<file path="src/rtl/filter_pkg.sv">
// Shared types and constants for the sample-stream filter blocks.
package filter_pkg;

    localparam int unsigned SAMPLE_W = 8;

    typedef logic [SAMPLE_W-1:0] sample_t;

    typedef enum logic [1:0] {
        IDLE      = 2'd0,
        EMIT_HOLD = 2'd1,
        EMIT_MID  = 2'd2
    } state_t;

    localparam int unsigned ROUND_TRUNC   = 0;
    localparam int unsigned ROUND_HALF_UP = 1;

endpackage

</file>
<file path="src/rtl/fir_interp2_mid.sv">
// Combinational midpoint of two unsigned samples, computed one bit wider so it never wraps.
module fir_interp2_mid
    import filter_pkg::*;
#(
    parameter int unsigned WIDTH = SAMPLE_W,
    parameter int unsigned ROUND = ROUND_TRUNC
) (
    input  logic [WIDTH-1:0] a,
    input  logic [WIDTH-1:0] b,
    output logic [WIDTH-1:0] mid
);

    logic [WIDTH:0] sum;
    logic [WIDTH:0] rnd;

    assign rnd = (ROUND == ROUND_HALF_UP) ? (WIDTH+1)'(1) : '0;
    // Max is 2*(2^W-1)+1 = 2^(W+1)-1, which still fits in W+1 bits.
    assign sum = {1'b0, a} + {1'b0, b} + rnd;
    assign mid = WIDTH'(sum >> 1);

endmodule

</file>
<file path="src/rtl/fir_interp2.sv">
// 2x interpolator: each input sample yields a hold sample (previous input) and a midpoint.
module fir_interp2
    import filter_pkg::*;
#(
    parameter int unsigned WIDTH = SAMPLE_W,
    parameter int unsigned ROUND = ROUND_TRUNC
) (
    input  logic             CLK,
    input  logic             RSTN,
    input  logic             in_valid,
    output logic             in_ready,
    input  logic [WIDTH-1:0] in_data,
    output logic             out_valid,
    input  logic             out_ready,
    output logic [WIDTH-1:0] out_data
);

    state_t           state_q;
    logic [WIDTH-1:0] prev_q;
    logic [WIDTH-1:0] cur_q;
    logic [WIDTH-1:0] mid;
    logic             in_xfer;
    logic             out_xfer;

    fir_interp2_mid #(
        .WIDTH (WIDTH),
        .ROUND (ROUND)
    ) u_mid (
        .a   (prev_q),
        .b   (cur_q),
        .mid (mid)
    );

    // out_ready reaches in_ready combinationally so a new sample lands with the last output.
    always_comb begin
        in_ready = 1'b0;
        if (state_q == IDLE) begin
            in_ready = 1'b1;
        end else if (state_q == EMIT_MID) begin
            in_ready = out_ready;
        end
    end

    assign out_valid = (state_q != IDLE);
    assign in_xfer   = in_valid & in_ready;
    assign out_xfer  = out_valid & out_ready;

    always_comb begin
        out_data = prev_q;
        if (state_q == EMIT_MID) begin
            out_data = mid;
        end
    end

    always_ff @(posedge CLK or negedge RSTN) begin
        if (!RSTN) begin
            state_q <= IDLE;
            prev_q  <= '0;
            cur_q   <= '0;
        end else begin
            if (in_xfer) begin
                prev_q <= cur_q;
                cur_q  <= in_data;
            end
            unique case (state_q)
                IDLE: begin
                    if (in_xfer) state_q <= EMIT_HOLD;
                end
                EMIT_HOLD: begin
                    if (out_xfer) state_q <= EMIT_MID;
                end
                EMIT_MID: begin
                    if (out_xfer) state_q <= in_xfer ? EMIT_HOLD : IDLE;
                end
                default: state_q <= IDLE;
            endcase
        end
    end

endmodule

</file>
<file path="config.mk">
export PLATFORM = sky130hd
export DESIGN_NAME = fir_interp2
export DESIGN_NICKNAME = d
export VERILOG_FILES = /design/src/rtl/filter_pkg.sv /design/src/rtl/fir_interp2_mid.sv /design/src/rtl/fir_interp2.sv
export SDC_FILE = /design/constraint.sdc
export NUM_CORES = 1
export LEC_CHECK = 0
export BUFFER_PORTS_ARGS = -buffer_cell sky130_fd_sc_hd__buf_2
export CORE_ASPECT_RATIO = 0.9
export CORE_MARGIN = 3
export CORE_UTILIZATION = 45
export DETAILED_ROUTE_END_ITERATION = 8
export PLACE_DENSITY = 0.67
export SYNTH_ARGS = -nofsm -noshare
export SYNTH_HDL_FRONTEND = slang
export SYNTH_HIERARCHICAL = 1
export SYNTH_SLANG_ARGS = --single-unit
export TNS_END_PERCENT = 100
</file>
<file path="constraint.sdc">
create_clock -name CLK -period 4.2 [get_ports CLK]
set_input_delay 0.21 -clock CLK [delete_from_list [all_inputs] [get_ports CLK]]
set_output_delay 0.21 -clock CLK [all_outputs]
set_load 0.005 [all_outputs]
</file>
==> results.md <==
- Based on the critical path, the design can be clocked at up to between 400 and 500 MHz.
- Across the VDD grid, the largest voltage drop is approximately 0.00048 V.
- Using the TritonRoute via totals, the vias-per-cell ratio works out to about 5.5.
- Compared with the post-synthesis result, the final layout area differs by 12.8%.
- The largest individual stage delay along the critical path comes from the cell sky130_fd_sc_hd__dfrtp_1.
- After detailed routing, the total wire length is 1.94 mm.
- The final antenna-violating net count is 0.
- The H-tree depth is 1.
- The kind of start point of the critical path is a flip-flop.
- Global routing finished with a remaining overflow of 0.
- Entering global routing, the biggest net connects 19 pins.
- Gates resized during post-CTS repair numbered 0.
- The root cell of the clock tree is sky130_fd_sc_hd__clkbuf_4.
- Of all cell types, the one taking the most synthesized area is sky130_fd_sc_hd__dfrtp_1.
- The most numerous cell on the critical path is sky130_fd_sc_hd__nor2_1.
- Of the post-synthesis cell area, the dominant cell type holds 0.395.
- The region available for standard cell placement spans between 0.002 and 0.0025 mm².
- The met1 track demand over resource in global routing is 0.199.
- In the final layout, the share of cells above drive strength 1 is 0.437.
- The combined area of all synthesized cells is 0.00114 mm².
- The initial DRC count is 50.
- The total clock sinks is 18.
- In the final design database the tool counted between 100 and 150 nets.
- The cell area after layout is around 0.0013 mm².
- The critical-path maximum fanout is 4.
- The number of input and output port buffers inserted is 21.
- The worst-case clock buffer depth is 2.
- Traced cell by cell, the critical path runs through and2_1 > fa_1 > a21oi_1 > nor2_1 > nor2_1 > o21ai_0 > mux2_2 > buf_2.
- The worst path in the final design needs a cycle of about 2400 ps, including I/O delays and setup.
- In the finished design, the share of the clock period the worst path needs comes to 0.571.
- The worst clock skew is around 0.52 ps.
- Grouping stages by cell kind, the critical path spends the most delay in flip-flops.
- The initial antenna violation count came to 0.
- The placer's final routability congestion estimate is approximately 0.70.
- The min-delay analysis places its worst path in the category input port to flip-flop.
- STA puts the critical path data required time at around 4000 ps.
- Data on the critical path arrives at its endpoint at between 2000 and 2500 ps.
- Headroom to the max-slew limit came out at 0.476.
- After detailed routing, the average wire length per cell comes to 13.3 µm.
- met2 is the most crowded layer.
- After technology mapping, the gate count stands at between 90 and 100.
- The number of primary I/O pins is 22.
- The commonest register cell after synthesis is sky130_fd_sc_hd__dfrtp_1.
- TritonCTS built the clock tree.
- Counting every net in the synthesized netlist gives roughly 120.
- In this run the static leakage power is 0.580 nW.
- Setup repair after global routing left no endpoint under its margin.
- The transition at the pin with the smallest max-transition slack is just under 800 ps.
- The max-slew violation count is 0.
- The clock latency at the later pin of the worst-skew pair is 270 ps.
- Dividing total power by cell area gives a power density of 902 mW/mm².
- The initial utilization of the core area, before any placement, comes to 0.500.
- From left edge to right edge, the die measures 59.1 µm.
- In the global route stage, met3 resource usage came out at 0.0168.
- 0 antenna diodes ended up in the layout.
- The HPWL after detailed placement is ~1.6 mm.
- In the post-route analysis, the smallest setup slack over all paths is 1800 ps.
- In this run the register-to-register setup slack is roughly 2500 ps.
- sky130_fd_sc_hd__mux2_2 is the most common cell in the netlist.
- For this run, design rule violations remaining after detail routing come to 0.
- The total placed instance area is between 0.001 and 0.0015 mm².
- The element type at the critical path end is a primary output.
- The TritonCTS buffer count is 3.
- Before CTS, the worst setup slack after placement is 2100 ps.
- The count of buffers added by post-CTS timing repair for setup is 0.
- For this run, asynchronously set or reset flops after synthesis account for 1.00.
- The share of synthesized area occupied by flip-flops and latches is 0.395.
- The via count of the first global-routing pass is 758.
- The synthesized area divided by synthesized cell count is 11.8 µm².
- The iteration count of the initial detailed-routing pass is 4.
- Across the run, the number of max-cap violations was 0.
- The total of endpoints with negative setup slack in the final report is 0.
- In this run, synthesis produced a sequential element count of 18.
- The type of the setup path with the least slack is flip-flop to primary output.
- The die covers 0.00318 mm².
- The first-pass GRT wire length is 3.34 mm.
- The placement row count is 16.
- The run finished with clean final reports.
- During synthesis, Yosys emitted a total of 6 warnings.
- The number of hold violations in the final report is 0.
- In the synthesized netlist, the cells that appear most often are sky130_fd_sc_hd__mux2_2, sky130_fd_sc_hd__dfrtp_1, sky130_fd_sc_hd__ha_1.
- After synthesis, the cell types taking the most area are sky130_fd_sc_hd__dfrtp_1, sky130_fd_sc_hd__mux2_2, sky130_fd_sc_hd__ha_1.
- The longest individual stage delay on the worst path is ~400 ps.
- Hold timing on the final database bottoms out at a slack of 159 ps.
- The global-route usage over all layers is 0.140.
- The number of buffer and inverter stages on the critical path is 1.
- The number of synthesized flops with an enable pin is 0.
- The sum of negative setup slack is 0 ps.
- For this block, the via count after detailed routing is approximately 800.
- The netlist uses 31 different library cells.
- Clock-pin slew was measured on the worst setup and hold paths at about 90 ps.
- The global-route met2 utilization is 0.215.
- The height of the die is roughly 54 µm.
-- flip-flops by register name, indices dropped and copies added, names as in the netlist --
name / cells
state_q: 2
prev_q: 8
cur_q: 8
-- cells by family after synthesis --
kind of cell / after synthesis / share of synthesized area
buf+inv: 7 / 0.0351
mux: 25 / 0.246
compound gates: 15 / 0.0899
flops: 18 / 0.395
simple gates: 20 / 0.110
fa+ha+maj: 8 / 0.0943
xor+xnor: 4 / 0.0307
-- per-layer routing --
layer  vias to the layer above  share of wire
met2                        13           0.46
met5                         -              0
met1                       385           0.50
li1                        399              -
met3                         2          0.036
met4                         0         0.0077
-- layout make-up --
cell class / count / area (µm²)
clock buffer: 3 / 22.5
multi-input combinational: 72 / 651
tap: 27 / 33.8
fill: 207 / 995
sequential: 18 / 450
inverter: 4 / 15.0
timing repair buffer: 22 / 115
-- worst paths after layout --
kind | cells after the start | endpoint | start
min in group asynchronous | 2 | state_q[0] | RSTN
min reg2reg | 1 | prev_q[6] | prev_q[6]
min | 2 | cur_q[7] | in_data[7]
max | 8 | out_data[7] | prev_q[0]
max in group asynchronous | 2 | state_q[1] | RSTN
max reg2reg | 3 | cur_q[0] | state_q[1]
-- metrics by stage --
stage	util	power, mW	std cells
CTS	0.564	1.18	146
detailed placement	0.550	1.10	142
global route	0.564	1.29	146
finish	0.564	1.16	146
global placement	0.550	1.06	142
floorplan	-	0.916	97
-- timing repair --
action | 4_1_cts | 5_1_grt
setup endpoints to repair | 0 | 0
hold buffers | 1 | 0
endpoints found under the hold margin | 18 | 0
-- worst register-to-register path, stage by stage (launching register included) --
cell and delay (ps):
sky130_fd_sc_hd__dfrtp_1 410, sky130_fd_sc_hd__nor2b_4 150, sky130_fd_sc_hd__nor3b_4 650, sky130_fd_sc_hd__mux2_2 420
-- cell usage in the layout (no fill, tap or decap), types with 2 or more instances in the layout --
cell / count
sky130_fd_sc_hd__xor2_1: 2
sky130_fd_sc_hd__o21ai_0: 2
sky130_fd_sc_hd__nor2b_1: 3
sky130_fd_sc_hd__buf_2: 21
sky130_fd_sc_hd__dfrtp_1: 18
sky130_fd_sc_hd__nor3_1: 2
sky130_fd_sc_hd__a21o_1: 2
sky130_fd_sc_hd__a311o_1: 2
sky130_fd_sc_hd__nor2_1: 4
sky130_fd_sc_hd__mux2_2: 24
sky130_fd_sc_hd__a21oi_1: 5
sky130_fd_sc_hd__nand2_1: 3
sky130_fd_sc_hd__ha_1: 7
sky130_fd_sc_hd__clkbuf_4: 3
sky130_fd_sc_hd__xnor2_1: 2
sky130_fd_sc_hd__inv_1: 3
-- power breakdown --
group | leakage, nW | switching, mW | total, mW | internal [mW]
Sequential | 0.212 | 0.0853 | 0.346 | 0.261
Combinational | 0.354 | 0.338 | 0.738 | 0.400
Clock | 0.0138 | 0.0440 | 0.0772 | 0.0332
Note: power is estimated with default switching activity, not from simulation.
